==> src/rtl/ascon_pkg.sv <==
// Shared definitions for the Ascon absorb datapath.
//   STATE_W  - width of the full permutation state
//   RATE_W   - width of the rate lane x0 absorbed per block
//   PAD_BYTE - padding marker byte placed right after the message
//   state_e  - absorber control states
package ascon_pkg;

    localparam int unsigned STATE_W  = 320;
    localparam int unsigned RATE_W   = 64;
    localparam logic [7:0]  PAD_BYTE = 8'h80;

    typedef enum logic [2:0] {
        StIdle,
        StInit,
        StWaitBlk,
        StPerm,
        StFinal,
        StOut
    } state_e;

endpackage

==> src/rtl/ascon_pad.sv <==
// Combinational rate-block padding.
//   i_blk_data  - 64-bit block, byte 0 in bits [63:56]
//   i_blk_len   - number of valid bytes of a last block (0..7)
//   i_blk_last  - block is the final one; otherwise data passes through unchanged
//   o_blk_padded- block to XOR into x0
module ascon_pad
    import ascon_pkg::*;
(
    input  logic [RATE_W-1:0] i_blk_data,
    input  logic [2:0]        i_blk_len,
    input  logic              i_blk_last,
    output logic [RATE_W-1:0] o_blk_padded
);

    logic [5:0]        w_shift;
    logic [RATE_W-1:0] w_keep_mask;
    logic [RATE_W-1:0] w_pad_bits;

    // Byte count scaled to a bit shift; len=0 keeps nothing and pads byte 0.
    assign w_shift     = {i_blk_len, 3'b000};
    assign w_keep_mask = ~({RATE_W{1'b1}} >> w_shift);
    assign w_pad_bits  = {PAD_BYTE, {(RATE_W - 8){1'b0}}} >> w_shift;

    assign o_blk_padded = i_blk_last ? ((i_blk_data & w_keep_mask) | w_pad_bits) : i_blk_data;

endmodule

==> src/rtl/ascon_absorber.sv <==
// Ascon absorb-phase controller: runs the initial permutation, XORs message
// blocks into x0 with intermediate permutations, pads and finalises the last
// block, and presents the final state through a valid/ready handshake.
//   i_init_state/i_init_valid/o_init_ready - start request with initial state
//   i_blk_*  /o_blk_ready                  - rate block stream
//   o_perm_state/o_perm_rounds/o_perm_start - request to permutation core
//   i_perm_out/i_perm_done                 - permutation core result
//   o_out_state/o_out_valid/i_out_ready    - final state handshake
module ascon_absorber
    import ascon_pkg::*;
#(
    parameter int unsigned ROUNDS_A = 12,
    parameter int unsigned ROUNDS_B = 6
) (
    input  logic               i_clk,
    input  logic               i_rst_n,
    input  logic [STATE_W-1:0] i_init_state,
    input  logic               i_init_valid,
    output logic               o_init_ready,
    input  logic [RATE_W-1:0]  i_blk_data,
    input  logic [2:0]         i_blk_len,
    input  logic               i_blk_last,
    input  logic               i_blk_valid,
    output logic               o_blk_ready,
    output logic [STATE_W-1:0] o_perm_state,
    output logic [4:0]         o_perm_rounds,
    output logic               o_perm_start,
    input  logic [STATE_W-1:0] i_perm_out,
    input  logic               i_perm_done,
    output logic [STATE_W-1:0] o_out_state,
    output logic               o_out_valid,
    input  logic               i_out_ready
);

    localparam logic [4:0] RND_A = 5'(ROUNDS_A);
    localparam logic [4:0] RND_B = 5'(ROUNDS_B);

    state_e             r_state,      w_state_d;
    logic [STATE_W-1:0] r_s,          w_s_d;
    logic [STATE_W-1:0] r_perm_state, w_perm_state_d;
    logic [4:0]         r_perm_rounds, w_perm_rounds_d;
    logic               r_perm_start, w_perm_start_d;
    logic [STATE_W-1:0] r_out_state,  w_out_state_d;
    logic               r_out_valid,  w_out_valid_d;
    logic [RATE_W-1:0]  w_blk_padded;

    ascon_pad u_pad (
        .i_blk_data   (i_blk_data),
        .i_blk_len    (i_blk_len),
        .i_blk_last   (i_blk_last),
        .o_blk_padded (w_blk_padded)
    );

    always_ff @(posedge i_clk or negedge i_rst_n) begin
        if (!i_rst_n) begin
            r_state       <= StIdle;
            r_s           <= '0;
            r_perm_state  <= '0;
            r_perm_rounds <= '0;
            r_perm_start  <= 1'b0;
            r_out_state   <= '0;
            r_out_valid   <= 1'b0;
        end else begin
            r_state       <= w_state_d;
            r_s           <= w_s_d;
            r_perm_state  <= w_perm_state_d;
            r_perm_rounds <= w_perm_rounds_d;
            r_perm_start  <= w_perm_start_d;
            r_out_state   <= w_out_state_d;
            r_out_valid   <= w_out_valid_d;
        end
    end

    always_comb begin
        w_state_d       = r_state;
        w_s_d           = r_s;
        w_perm_state_d  = r_perm_state;
        w_perm_rounds_d = r_perm_rounds;
        w_perm_start_d  = r_perm_start;
        w_out_state_d   = r_out_state;
        w_out_valid_d   = r_out_valid;

        case (r_state)
            StIdle: begin
                if (i_init_valid) begin
                    w_perm_state_d  = i_init_state;
                    w_perm_rounds_d = RND_A;
                    w_perm_start_d  = 1'b1;
                    w_state_d       = StInit;
                end
            end
            StInit, StPerm: begin
                if (i_perm_done) begin
                    w_s_d          = i_perm_out;
                    w_perm_start_d = 1'b0;
                    w_state_d      = StWaitBlk;
                end
            end
            StWaitBlk: begin
                if (i_blk_valid) begin
                    // Only x0 absorbs; the capacity lanes pass through untouched.
                    w_perm_state_d  = {r_s[STATE_W-1 -: RATE_W] ^ w_blk_padded,
                                       r_s[STATE_W-RATE_W-1:0]};
                    w_perm_rounds_d = i_blk_last ? RND_A : RND_B;
                    w_perm_start_d  = 1'b1;
                    w_state_d       = i_blk_last ? StFinal : StPerm;
                end
            end
            StFinal: begin
                if (i_perm_done) begin
                    w_out_state_d  = i_perm_out;
                    w_out_valid_d  = 1'b1;
                    w_perm_start_d = 1'b0;
                    w_state_d      = StOut;
                end
            end
            StOut: begin
                if (i_out_ready) begin
                    w_out_valid_d = 1'b0;
                    w_state_d     = StIdle;
                end
            end
            default: begin
                w_state_d = StIdle;
            end
        endcase
    end

    assign o_init_ready  = (r_state == StIdle);
    assign o_blk_ready   = (r_state == StWaitBlk);
    assign o_perm_state  = r_perm_state;
    assign o_perm_rounds = r_perm_rounds;
    assign o_perm_start  = r_perm_start;
    assign o_out_state   = r_out_state;
    assign o_out_valid   = r_out_valid;

endmodule
==> config.mk <==
export PLATFORM = sky130hd
export DESIGN_NAME = ascon_absorber
export DESIGN_NICKNAME = d
export VERILOG_FILES = /design/src/rtl/ascon_pkg.sv /design/src/rtl/ascon_pad.sv /design/src/rtl/ascon_absorber.sv
export SDC_FILE = /design/constraint.sdc
export NUM_CORES = 2
export LEC_CHECK = 0
export CAP_MARGIN = 20
export CELL_PAD_IN_SITES_DETAIL_PLACEMENT = 1
export CELL_PAD_IN_SITES_GLOBAL_PLACEMENT = 2
export CORE_AREA = 2 2 528 530
export CTS_BUF_LIST = sky130_fd_sc_hd__clkbuf_16
export DETAILED_ROUTE_END_ITERATION = 16
export DIE_AREA = 0 0 530 532
export PLACE_DENSITY = 0.53
export SETUP_SLACK_MARGIN = 0.5
export SLEW_MARGIN = 5
export SYNTH_ARGS = -nofsm -noshare
export SYNTH_HDL_FRONTEND = slang
export SYNTH_SLANG_ARGS = --single-unit
==> constraint.sdc <==
create_clock -name i_clk -period 3 [get_ports i_clk]
set_input_delay 0.45 -clock i_clk [delete_from_list [all_inputs] [get_ports i_clk]]
set_output_delay 0.45 -clock i_clk [all_outputs]
set_load 0.005 [all_outputs]
======== After elaboration in Yosys (flattened, before gate mapping) ========
Cells that the tools add are included.
storage, ports and cells
  bits in registers ....................... 970
  input bits .............................. 714
  output and inout bits ................... 649
  logic and storage cells ................. 58
operators by class
  equal/unequal tests ..................... 11
  shift-type cells ........................ 2
  multiplexer cells ....................... 22
  bitwise operators ....................... 4
  reduce and logical (&&, ||, !) cells .... 12
operator list
  kind                     number
  $mux W320                2
  $pmux W320 S2            1
  $shr A64 B6 Y64 const A  2
  $and A64 B64 Y64         1
  $mux W64                 1
  $not A64 Y64             1
  $or A64 B64 Y64          1
  $xor A64 B64 Y64         1
  $mux W3                  6
  $pmux W3 S5              1
  $mux W5                  2
  $ne A2 B2 Y1 const B     5
  $pmux W5 S2              1
  $eq A3 B2 Y1 const B     2
  $eq A3 B3 Y1 const B     2
  $reduce_and A3 Y1        2
  $mux W1                  5
  $reduce_and A5 Y1        1
  $mux W4                  1
  $reduce_and A2 Y1        2
  $reduce_and A4 Y1        1
  $reduce_bool A2 Y1       2
  $eq A3 B1 Y1 const B     1
  $logic_not A3 Y1         1
  6 further kinds          6

======== Longest topological paths before layout ========
  depth after elaboration ................. 8
  depth in mapped cells ................... 9
  mapped depth without buffers ............ 4

======== Modules after synthesis ========
A second synthesis with hierarchy kept.
second synthesis, totals
  cells, all modules ...................... 3015
  area total of the unflattened synthesis .. 39923.3 um2
by module, submodules not included
  module          times used  cells an instance  area each (um2)  sequential area each (um2)
  ascon_absorber  1           2926               39295.2          24223.2
  ascon_pad       1           89                 628.1            0.0

======== Least setup slack after synthesis ========
OpenSTA, ideal clock, no wires.
  kind .................................... input-to-reg
  start point ............................. in i_blk_len[2]
  end point ............................... reg r_perm_state[311] (netlist: o_perm_state[311])
  setup time .............................. 0.069 ns
  arrival ................................. 1.787 ns
  data required time ...................... 2.931 ns
  slack ................................... 1.145 ns
  stages on the path ...................... 6
  path buffers ............................ 2
  cells stage by stage .................... buf_2 or3b_2 buf_2 mux2i_1 or4_1 nand3_1
between the ends
  longest elaborated chain between the ends .. 8
  elaborated cells between the ends (all ways) .. 9
  those cells by class .................... shift: 2; mux: 3; bitwise: 4
ends and longest elaborated chain
  element                 line                   RTL
  start: declaration      ascon_absorber.sv:21   input logic [2:0] i_blk_len,
  $shr A64 B6 Y64         ascon_pad.sv:21        assign w_keep_mask = ~({RATE_W{1'b1}} >> w_shift);
  $not A64 Y64            ascon_pad.sv:21
  $and A64 B64 Y64        ascon_pad.sv:24        assign o_blk_padded = i_blk_last ? ((i_blk_data & w_keep_mask) | w_pad_bits) : i_blk_data;
  $or A64 B64 Y64 (*)     ascon_pad.sv:24
  $mux W64 (*)            ascon_pad.sv:24
  $xor A64 B64 Y64 (*)    ascon_absorber.sv:102  w_perm_state_d = {r_s[STATE_W-1 -: RATE_W] ^ w_blk_padded,
  $mux W320 (*)           ascon_absorber.sv:100  if (i_blk_valid) begin
  $pmux W320 S2 (*)       ascon_absorber.sv:83   case (r_state)
  end signal: assignment  ascon_absorber.sv:66   r_perm_state <= w_perm_state_d;
  end: declaration        ascon_absorber.sv:40   logic [STATE_W-1:0] r_perm_state, w_perm_state_d;
Mark *: on every way between the ends. The rest lies on a longest branch, timed or not. The select of a mux whose other input is x is not followed.
A chain may end at the register's enable or synchronous reset.

======== Final worst setup path ========
  start point ............................. reg r_state[2]
  end point ............................... out o_blk_ready
between the ends
  longest elaborated chain between the ends .. 1
ends and longest elaborated chain
  element                   line                   RTL
  start: declaration        ascon_absorber.sv:38   state_e r_state, w_state_d;
  start signal: assignment  ascon_absorber.sv:56   r_state <= StIdle;
  start signal: assignment  ascon_absorber.sv:64   r_state <= w_state_d;
  $eq A3 B2 Y1              ascon_absorber.sv:130  assign o_blk_ready = (r_state == StWaitBlk);
  end: declaration          ascon_absorber.sv:24   output logic o_blk_ready,
No other way between the ends.

==> run_results.csv <==
group,metric,value,unit
pwr,vdd_drop_max,0.000732,V
clocking,cts_tree,"built",
worst_setup_path,worstSetupPathType,"flip-flop to primary output",
route,wl_per_cell,26.7,um
sta,timing.hold.ws,0.204,ns
global_routing,antenna_found_initial,59,
clocking,numCtsBuffers,134,
placed_design,postPlaceCellArea,59300,um^2
worst_setup_path,worst-path-buf-inv,2,
global_routing,gr-total-overflow,0,
worst_hold_path,hold_class,"primary input to flip-flop",
clocking,cts.sinks,968,
layout,final_cell_area,63400,um^2
floorplanning,io-pin-count,1363,
worst_setup_path,crit_chain,"or3b_4 -> clkinv_8 -> clkbuf_2",
global_routing,grt_use_met2,25.5,%
logic_synthesis,netlist_instances,3249,
global_routing,grt_pass1_wl,306,mm
global_routing,use_met1,18.7,%
worst_setup_path,cp.required,2.55,ns
layout,areaGrowthSynthToFinish,55.6,%
sta,slew-limit-headroom,49.8,%
logic_synthesis,synth_seq_cells,968,
floorplanning,core,276000,um^2
sta,finClkSkew,0.0348,ns
logic_synthesis,yosys_warnings,0,
layout,post-route-util,23.0,%
floorplanning,die_y,532,um
global_routing,grt_pass1_vias,34700,
sta,period_share,81.0,%
placed_design,port-buffer-count,1360,
global_routing,met3_usage,6.64,%
floorplanning,die_area,282000,um^2
sta,fin_crit,2.43,ns
layout,drive_gt1_share,20.5,%
worst_setup_path,start_kind,"flip-flop",
sta,slew_violations,0,
worst_setup_path,critPathMaxStageDelay,0.47,ns
placed_design,pre_cts_ws,0.339,ns
clocking,cts_max_level,4,
placed_design,gp_congestion,0.821,
route,route.detailed.drc,0,
floorplanning,fp.dieW,530,um
floorplanning,initial_core_util,14.8,%
global_routing,grt.total_usage,15.5,%
pwr,p_leak,26.1,nW
layout,nets,5378,
logic_synthesis,avgSynthCellArea,12.5,um^2
sta,setup_tns,0,ns
sta,setup_violations,0,
worst_setup_path,worstPathMaxFanout,9,
logic_synthesis,ys_seq_area_share,59.4,%
sta,final_hold_viol_count,0,
logic_synthesis,synth.distinct_cells,45,
sta,fmax,411,MHz
sta,tightest_slew,0.754,ns
floorplanning,num_rows,193,
status,status,"finished clean",
route,dr.pass1.iters,5,
worst_setup_path,cp_slowest_cell,"dfrtp_2",
sta,fin_ws,0.570,ns
route,vias_per_cell,3.76,
placed_design,hpwlAfterDp,179,mm
clocking,cts_root_buf,"clkbuf_16",
clocking,clk_latency,0.81,ns
logic_synthesis,syn_area,40800,um^2
route,detail-route-antenna-nets,0,
clocking,clk_pin_slew_worst_paths,0.06,ns
global_routing,busiest_layer,"met2",
worst_setup_path,cp.arrival,1.98,ns
pwr,powerDensity,1110,nW/um^2
worst_setup_path,crit_family,"flip-flops",
sta,rsz0062_at_grt,"true",
route,drt_wl_total,226,mm
flow_run,maxCapViolCount,0,
route,vias,31900,
global_routing,grt_max_degree,113,
route,drt_iter0_markers,1422,
worst_setup_path,cp-end-kind,"primary output",
clocking,cts_buffer_depth,4,
## final timing paths
kind                             startpoint                end  slack, ns  depth (start not counted)
min in group asynchronous           i_rst_n  o_perm_state[267]       0.27                          2
max in group asynchronous           i_rst_n  o_perm_state[156]       1.49                          4
hold reg to reg            o_perm_rounds[2]   o_perm_rounds[2]       0.48                          1
setup reg to reg                 r_state[1]   o_out_state[204]       0.67                          6
hold / removal              i_init_state[5]    o_perm_state[5]       0.20                          3
setup / recovery                 r_state[2]        o_blk_ready       0.57                          3
## per-layer routing
layer,share of wire [%],vias to the layer above
met3,10,242
li1,-,14100
met5,0.093,-
met1,41,16400
met2,47,1167
met4,1.7,32
## cell families after synthesis
group / after synthesis / synth area share (%)
AO/OA/AOI/OAI: 371 / 5.82
buffers and inverters: 231 / 3.28
multiplexers: 654 / 20.8
XOR/XNOR: 54 / 1.16
other: 1 / 0.00920
AND/OR/NAND/NOR: 970 / 9.49
flip-flops: 968 / 59.4
## flip-flops by register name, summed over array words and instances, names as in the netlist
| signal | cells |
|---|---|
| o_out_state | 320 |
| o_perm_state | 320 |
| r_s | 320 |
| o_perm_rounds | 3 |
| r_state | 3 |
| o_out_valid | 1 |
| o_perm_start | 1 |
## power by group
group | internal [mW] | switching [mW] | leakage, nW
Clock | 8.71 | 6.56 | 2.11
Combinational | 16.2 | 14.9 | 12.5
Sequential | 19.6 | 4.35 | 11.5
Total | 44.5 | 25.8 | 26.1
## cells in the mapped netlist (all sizes together)
library cell,count,area share [%]
a21oi,2,0.025
mux2,643,21
and2b,1,0.018
nand3b,1,0.018
o211ai,48,0.88
clkbuf,59,0.55
nand3,57,0.70
inv,2,0.018
dfrtp,968,59
or4,1,0.018
a21bo,1,0.025
nor2,257,2.4
xor2,32,0.69
or3b,2,0.043
nand4b,3,0.064
buf,169,2.7
a22o,1,0.021
or4b,1,0.025
o21a,2,0.037
nand2b,10,0.15
or3,1,0.015
and3,1,0.015
nor2b,3,0.046
clkinv,1,0.012
mux2i,11,0.27
nand2,606,5.6
conb,1,0.0092
a21boi,22,0.41
nor3b,10,0.18
or2b,1,0.021
nand4,4,0.061
o311a,1,0.025
o21ai,37,0.45
and2,2,0.031
a31oi,257,3.9
xnor2,22,0.47
nor3,9,0.11
## placed cells by master (no fill, tap or decap), types with 27 or more instances in the layout
| cell type | Yosys | layout |
|---|---|---|
| clkdlybuf4s50_1 | 0 | 1323 |
| dfrtp_1 | 968 | 959 |
| nand2_1 | 606 | 604 |
| mux2_2 | 342 | 342 |
| mux2_4 | 301 | 301 |
| a31oi_1 | 257 | 257 |
| nor2_1 | 256 | 256 |
| clkbuf_16 | 0 | 135 |
| buf_4 | 8 | 104 |
| nand3_1 | 57 | 57 |
| o211ai_1 | 48 | 48 |
| buf_12 | 0 | 41 |
| inv_1 | 2 | 39 |
| xor2_1 | 32 | 32 |
| clkinv_1 | 0 | 27 |
## metrics by stage
stage,total power [mW],cells
finish,70.3,8478
global route,74.9,8470
CTS,71.9,8458
detailed placement,56.0,8225
global placement,55.6,8225
floorplan,36.6,3250
## layout make-up
type | instances | area (um^2)
clock inverter | 96 | 658
inverter | 3 | 23.8
fill | 30900 | 212000
clock buffer | 135 | 3380
sequential | 968 | 24200
tap | 3705 | 4640
multi-input combinational | 2051 | 15200
antenna | 14 | 35.0
timing repair buffer | 1506 | 15200
## timing repair
item                                    in CTS  in global routing
pin swaps                                    1                  0
setup buffers                                1                  6
hold buffers                                 1                  0
endpoints found under the hold margin        9                  0
endpoints found under the setup margin      32                 14
gates resized for setup                     32                 15
## worst register-to-register path: cells and delay by family, from the launching register on
family | cells | cell delay (ns)
buf+inv | 3 | 0.85
flops | 1 | 0.37
mux | 1 | 0.37
simple gates | 2 | 0.63
Note: power is estimated with default switching activity, not from simulation.
